### src/rtl/fetch_queue.sv
// Instruction buffer between fetch and decode: holds {pc, instr} pairs in a
// circular buffer, hands them to decode in order, and empties on a redirect.
module fetch_queue #(
    parameter int ADDRESS_WIDTH = 32,
    parameter int DATA_WIDTH    = 32,
    parameter int DEPTH         = 4
) (
    input  logic                       clk,
    input  logic                       rst,
    input  logic                       flush,
    input  logic                       in_valid,
    output logic                       in_ready,
    input  logic [ADDRESS_WIDTH-1:0]   in_pc,
    input  logic [DATA_WIDTH-1:0]      in_instr,
    output logic                       out_valid,
    input  logic                       out_ready,
    output logic [ADDRESS_WIDTH-1:0]   out_pc,
    output logic [ADDRESS_WIDTH-1:0]   out_pc_plus4,
    output logic [DATA_WIDTH-1:0]      out_instr,
    output logic [$clog2(DEPTH):0]     count
);

    localparam int PTR_W = $clog2(DEPTH);
    localparam int CNT_W = PTR_W + 1;
    localparam logic [CNT_W-1:0]         FULL = CNT_W'(DEPTH);
    localparam logic [DATA_WIDTH-1:0]    NOP  = DATA_WIDTH'(32'h0000_0013);
    localparam logic [ADDRESS_WIDTH-1:0] FOUR = ADDRESS_WIDTH'(4);

    logic [ADDRESS_WIDTH-1:0] pc_mem    [DEPTH];
    logic [DATA_WIDTH-1:0]    instr_mem [DEPTH];
    logic [PTR_W-1:0]         wr_ptr;
    logic [PTR_W-1:0]         rd_ptr;
    logic                     push;
    logic                     pop;

    // Readiness depends only on occupancy, so a full queue never accepts a
    // push in the same cycle as a pop.
    assign in_ready  = (count != FULL);
    assign out_valid = (count != '0);
    assign push      = in_valid & in_ready;
    assign pop       = out_valid & out_ready;

    always_comb begin
        out_pc    = '0;
        out_instr = NOP;
        if (out_valid) begin
            out_pc    = pc_mem[rd_ptr];
            out_instr = instr_mem[rd_ptr];
        end
    end

    assign out_pc_plus4 = out_pc + FOUR;

    always_ff @(posedge clk or posedge rst) begin
        if (rst) begin
            wr_ptr <= '0;
            rd_ptr <= '0;
            count  <= '0;
        end else if (flush) begin
            // Redirect: everything buffered and the pair on the input is wrong-path.
            wr_ptr <= '0;
            rd_ptr <= '0;
            count  <= '0;
        end else begin
            if (push) wr_ptr <= wr_ptr + 1'b1;
            if (pop)  rd_ptr <= rd_ptr + 1'b1;
            case ({push, pop})
                2'b10:   count <= count + 1'b1;
                2'b01:   count <= count - 1'b1;
                default: count <= count;
            endcase
        end
    end

    // Storage carries no reset; occupancy alone decides what is valid.
    always_ff @(posedge clk) begin
        if (push && !flush) begin
            pc_mem[wr_ptr]    <= in_pc;
            instr_mem[wr_ptr] <= in_instr;
        end
    end

    a_count_bound: assert property (@(posedge clk) disable iff (rst) count <= FULL);
    a_no_push_full: assert property (@(posedge clk) disable iff (rst) !(push && count == FULL));
    a_no_pop_empty: assert property (@(posedge clk) disable iff (rst) !(pop && count == '0));

endmodule

### config.mk
export PLATFORM = sky130hd
export DESIGN_NAME = fetch_queue
export DESIGN_NICKNAME = d
export VERILOG_FILES = /design/src/rtl/fetch_queue.sv
export SDC_FILE = /design/constraint.sdc
export NUM_CORES = 1
export LEC_CHECK = 0
export CORE_MARGIN = 8
export CORE_UTILIZATION = 50
export CTS_BUF_LIST = sky130_fd_sc_hd__clkbuf_4
export DETAILED_ROUTE_END_ITERATION = 10
export PLACE_DENSITY = 0.74
export SYNTH_ARGS = -nofsm -noshare
export SYNTH_HDL_FRONTEND = slang
export SYNTH_SLANG_ARGS = --single-unit
### constraint.sdc
create_clock -name clk -period 5.8 [get_ports clk]
set_clock_uncertainty 0.1 [all_clocks]
set_input_delay 0.58 -clock clk [delete_from_list [all_inputs] [get_ports clk]]
set_output_delay 0.58 -clock clk [all_outputs]
set_load 0.05 [all_outputs]
# Word-level counts from Yosys, hierarchy flattened
# Memories as Yosys holds them, arrays and structs flattened.
# Cells that the tools add are included.
[word_totals]
ff_bits = 7
ramBits = 256
input_bits = 69
output_inout_bits = 101
wordCells = 31
mem_count = 2
[op_classes]
addsub = 5
eq_ne = 3
muxes = 10
n_bitwise = 2
reduce_logical = 6
[memory_table]
columns = ["memory", "depth", "width", "read_ports", "rd_clocked_by_memory_dff", "write_ports", "line", "text"]
rows = [
  ["instr_mem", 4, 32, 1, 0, 1, "30", "logic [DATA_WIDTH-1:0] instr_mem [DEPTH];"],
  ["pc_mem", 4, 32, 1, 0, 1, "29", "logic [ADDRESS_WIDTH-1:0] pc_mem [DEPTH];"],
]
[op_table]
columns = ["operator", "n"]
rows = [
  ["two-way mux 32 bit", 2],
  ["adder 32 x 3 -> 32 bit (second input constant)", 1],
  ["two-way mux 2 bit", 4],
  ["case mux 3 bit (2 select lines)", 1],
  ["nonzero test 3 bit", 2],
  ["adder 2 x 1 -> 2 bit (second input constant)", 2],
  ["nonzero test 2 bit", 2],
  ["adder 3 x 1 -> 3 bit (second input constant)", 1],
  ["two-way mux 3 bit", 1],
  ["!= test 3 bit (second input constant)", 1],
  ["subtractor 3 x 1 -> 3 bit (second input constant)", 1],
  ["AND 1 bit", 2],
  ["== test 2 x 1 -> 1 bit (second input constant)", 1],
  ["== test 2 bit (second input constant)", 1],
  ["two-way mux 1 bit", 2],
  ["logical AND 1 bit", 1],
  ["zero test 1 bit", 1],
]

# Depth between registers and ports, before layout
[depth]
depth_word = 5
ltp_mapped = 14
ltp_nobuf = 10

# Least setup slack after synthesis
# No wires, ideal clock.
[synth_timing]
kind = "register to output"
start = "register count[0]"
end = "output port out_pc_plus4[18]"
arrival_time_ns = 4.963
required_time_ns = 5.120
path_slack_ns = 0.157
path_stages_with_launch = 15
path_buffers = 4
path_cell_list = "dfrtp_1 > nor3_1 > inv_1 > clkbuf_1 > clkbuf_1 > clkbuf_1 > nand2_1 > inv_1 > ha_1 > nand3_1 > nor4_2 > and2_1 > buf_4 > nand3_1 > xnor2_1"
[synth_between]
elab_chain_cells = 3
[synth_lines]
columns = ["element", "line", "text"]
rows = [
  ["start, declared", "20", "output logic [$clog2(DEPTH):0] count"],
  ["start signal, assigned", "68", "2'b10: count <= count + 1'b1;"],
  ["start signal, assigned", "69", "2'b01: count <= count - 1'b1;"],
  ["start signal, assigned", "70", "default: count <= count;"],
  ["nonzero test 3 bit", "39", "assign out_valid = (count != '0);"],
  ["via out_valid", "15", "output logic out_valid,"],
  ["two-way mux 32 bit", "46", "if (out_valid) begin"],
  ["via out_pc[2]", "17", "output logic [ADDRESS_WIDTH-1:0] out_pc,"],
  ["adder 32 x 3 -> 32 bit", "52", "assign out_pc_plus4 = out_pc + FOUR;"],
  ["end, declared", "18", "output logic [ADDRESS_WIDTH-1:0] out_pc_plus4,"],
]
# The timed path passes the listed nets, and every way through them passes these cells.

# Worst setup path in the final report
[layout_timing]
start = "register count[0]"
end = "output port out_pc_plus4[26]"
[layout_between]
elab_chain_cells = 3
[layout_lines]
columns = ["element", "line"]
rows = [
  ["nonzero test 3 bit", "39"],
  ["two-way mux 32 bit", "46"],
  ["adder 32 x 3 -> 32 bit", "52"],
]
# No other way between the ends.

==> flow_summary.toml <==
[sta]
max_freq_mhz = 204.4
setup_viol = 0
slew_headroom = 0.3283
hold_viol_final = 0
slew_viol_final = 0
layout_min_cycle_time_ns = 4.891
period_share = 0.8433
worstMarginPinSlew_ns = 1.007
holdWs_ns = 0.1257
tns_ns = 0
rsz0062_at_grt = "no"

[grt]
grt.busiest_layer = "met2"
grt_max_degree = 65
met3_usage = 0.05814
antenna_found_initial = 2
grt-ovfl-total = 0
grt_pass1_vias = 6452
grt.met1_usage = 0.2015
track_usage = 0.1694
met2_usage = 0.2803
grt_pass1_wl_um = 34510

[min_path]
hold_class = "primary input to asynchronous set/reset pin"

[placement]
post-dp-hpwl_um = 14000
portBuffers = 169
gp_congestion = 0.8879

[layout]
n_antenna_cell = 0
layout.area.seq_um2 = 7870
syn2layout_area_growth_pct = 24.83
multiInputGateArea_um2 = 2739
drive_gt1_frac = 0.2232
final_nets = 842
nFillCells = 1525

[worst_setup_path]
worstSetupStartpointType = "register"
path_buf_inv = 4
critical_path.max_fanout = 50
cp_top_family = "buffers and inverters"
critical_path_required_ns = 5.12
critical-path-slowest-cell = "clkdlybuf4s50_1"
arrival_ns = 4.21
cpPeakStageDelay_ns = 0.82
crit_chain = "nor3_1 -> buf_4 -> inv_2 -> nand2_1 -> inv_1 -> ha_1 -> nand3_1 -> nor4_2 -> and2_1 -> nand3_1 -> xnor2_1 -> clkdlybuf4s50_1"
critPathCaptureType = "output port"
worst_path_most_repeated_cell = "nand3_1"
critPathKind = "register to output port"

[floorplanning]
core_um2 = 21090
die_h_um = 163.0
ioPinCount = 170
rows = 53
die_w_um = 163.0
start_util = 0.5121
dieArea_um2 = 26560

[flow_run]
maxCapViolCount = 0

[logic_synthesis]
syn_nets = 627
syn_area_per_cell_um2 = 19.56
synth_seq_cells = 263
synth.most_common_cell = "edfxtp_1"
synth_top_area_share = 0.7119
ys_warn_count = 0
synth_common_cells = "edfxtp_1 (256), mux4_2 (63), and2_1 (59), nand2_1 (29), xnor2_1 (23)"
ys_top_cells_by_area = "edfxtp_1 (71%), mux4_2 (13%), and2_1 (3.4%), xnor2_1 (1.9%), dfrtp_1 (1.6%)"
async_flop_share = 0.02662
yosys.cell_types.count = 34
syn_inst = 552
synth.yosys.seq_area_share = 0.7281
synth_flop_cell = "edfxtp_1"
synth_area_um2 = 10800
synth_edf_count = 256
synth_area_leader_cell = "edfxtp_1"

[clocking]
root_buffer = "clkbuf_4"
cts_hold_buf = 0
clk_latency_ns = 0.59
clk_path_buf_depth = 3
ctsResizeCount = 0
cts_tree = "done"
post-cts-setup-buffers = 0
clkSinkCount = 263
numCtsBuffers = 66
clk_pin_slew_ns = 0.06
ctsHtreeMaxLevel = 3

[power_and_ir_drop]
peakVddDrop_uv = 389.1
power_leakage_nw = 4.445
p_per_area_nw_per_um2 = 543.5

[route]
viasPerCell = 5.316
wire_per_inst_um = 20.32
ant_nets = 0
drtIter0Drc = 329
route.detailed.drc = 0
dr.pass1.iters = 4
drt_wl_total_um = 22070
vias = 5773

[run_status]
status = "completed"
state kept, by name, indices dropped and copies added (netlist names):
signal     flops
instr_mem    128
wr_ptr         2
pc_mem       128
count          3
rd_ptr         2
cells in the final DEF (no fill, tap or decap), drive strengths merged, types with 2 or more instances in the layout:
master	synthesis	final
edfxtp	256	256
clkdlybuf4s50	0	169
clkbuf	11	89
mux4	66	66
and2	60	60
nand2	29	29
xnor2	23	23
clkinv	0	21
nor2	16	16
nand3	15	15
inv	13	15
xor2	9	9
dfrtp	7	7
ha	5	5
nand4	5	5
and3	4	4
or2	4	4
buf	15	4
nor4	3	3
nor3	2	2
mux2i	2	2
path summary, 6_finish.rpt:
path | from | slack, ns | cells after the start | endpoint
min in group clk | wr_ptr[1] | 0.48 | 2 | wr_ptr[1]
worst min-delay path | rst | 0.13 | 2 | wr_ptr[1]
worst max register to register | count[0] | 3.28 | 9 | count[2]
worst min register to register | wr_ptr[1] | 0.48 | 2 | wr_ptr[1]
worst max-delay path | count[0] | 0.91 | 12 | out_pc_plus4[26]
max in group asynchronous | rst | 5.21 | 2 | rd_ptr[0]
metal layers:
metal	routed length, um	vias to the layer above
li1	-	2635
met1	9015	2870
met2	10690	226
met3	1923	38
met4	410	4
met5	27	-
report_power, final:
group	switching (mW)	total [mW]	internal [mW]	leakage, nW
Combinational	2.36	3.61	1.26	1.58
Sequential	0.102	2.33	2.23	2.41
Clock	0.668	1.38	0.712	0.456
area by class of cell:
type | instances | area share
flip-flops and latches | 263 | 0.5838
multi-input cells | 250 | 0.2032
repair buffers | 173 | 0.1277
clock buffers | 89 | 0.04956
well taps | 275 | 0.02552
clock inverters | 23 | 0.006590
inverters | 13 | 0.003620
metrics by stage:
stage / instances / util / instance area [um^2] / power (mW) / setup WS, ns
global placement: 974 / 0.6034 / 12720 / 5.999 / 1.607
global route: 1086 / 0.6393 / 13480 / 7.686 / 0.4958
detailed placement: 974 / 0.6034 / 12720 / 6.031 / 1.495
finish: 1086 / 0.6393 / 13480 / 7.327 / 0.9087
CTS: 1086 / 0.6393 / 13480 / 7.433 / 0.8032
floorplan: 552 / - / 10800 / 4.880 / 0.1569
kinds of logic after synthesis:
logic type	count (synthesis)	synth area share
AO/OA/AOI/OAI	2	0.0009260
flip-flops	263	0.7281
XOR/XNOR	32	0.02595
multiplexers	68	0.1405
AND/OR/NAND/NOR	142	0.07763
adder cells (fa/ha/maj)	6	0.007647
buffers and inverters	39	0.01923
Note: power is estimated with default switching activity, not from simulation.
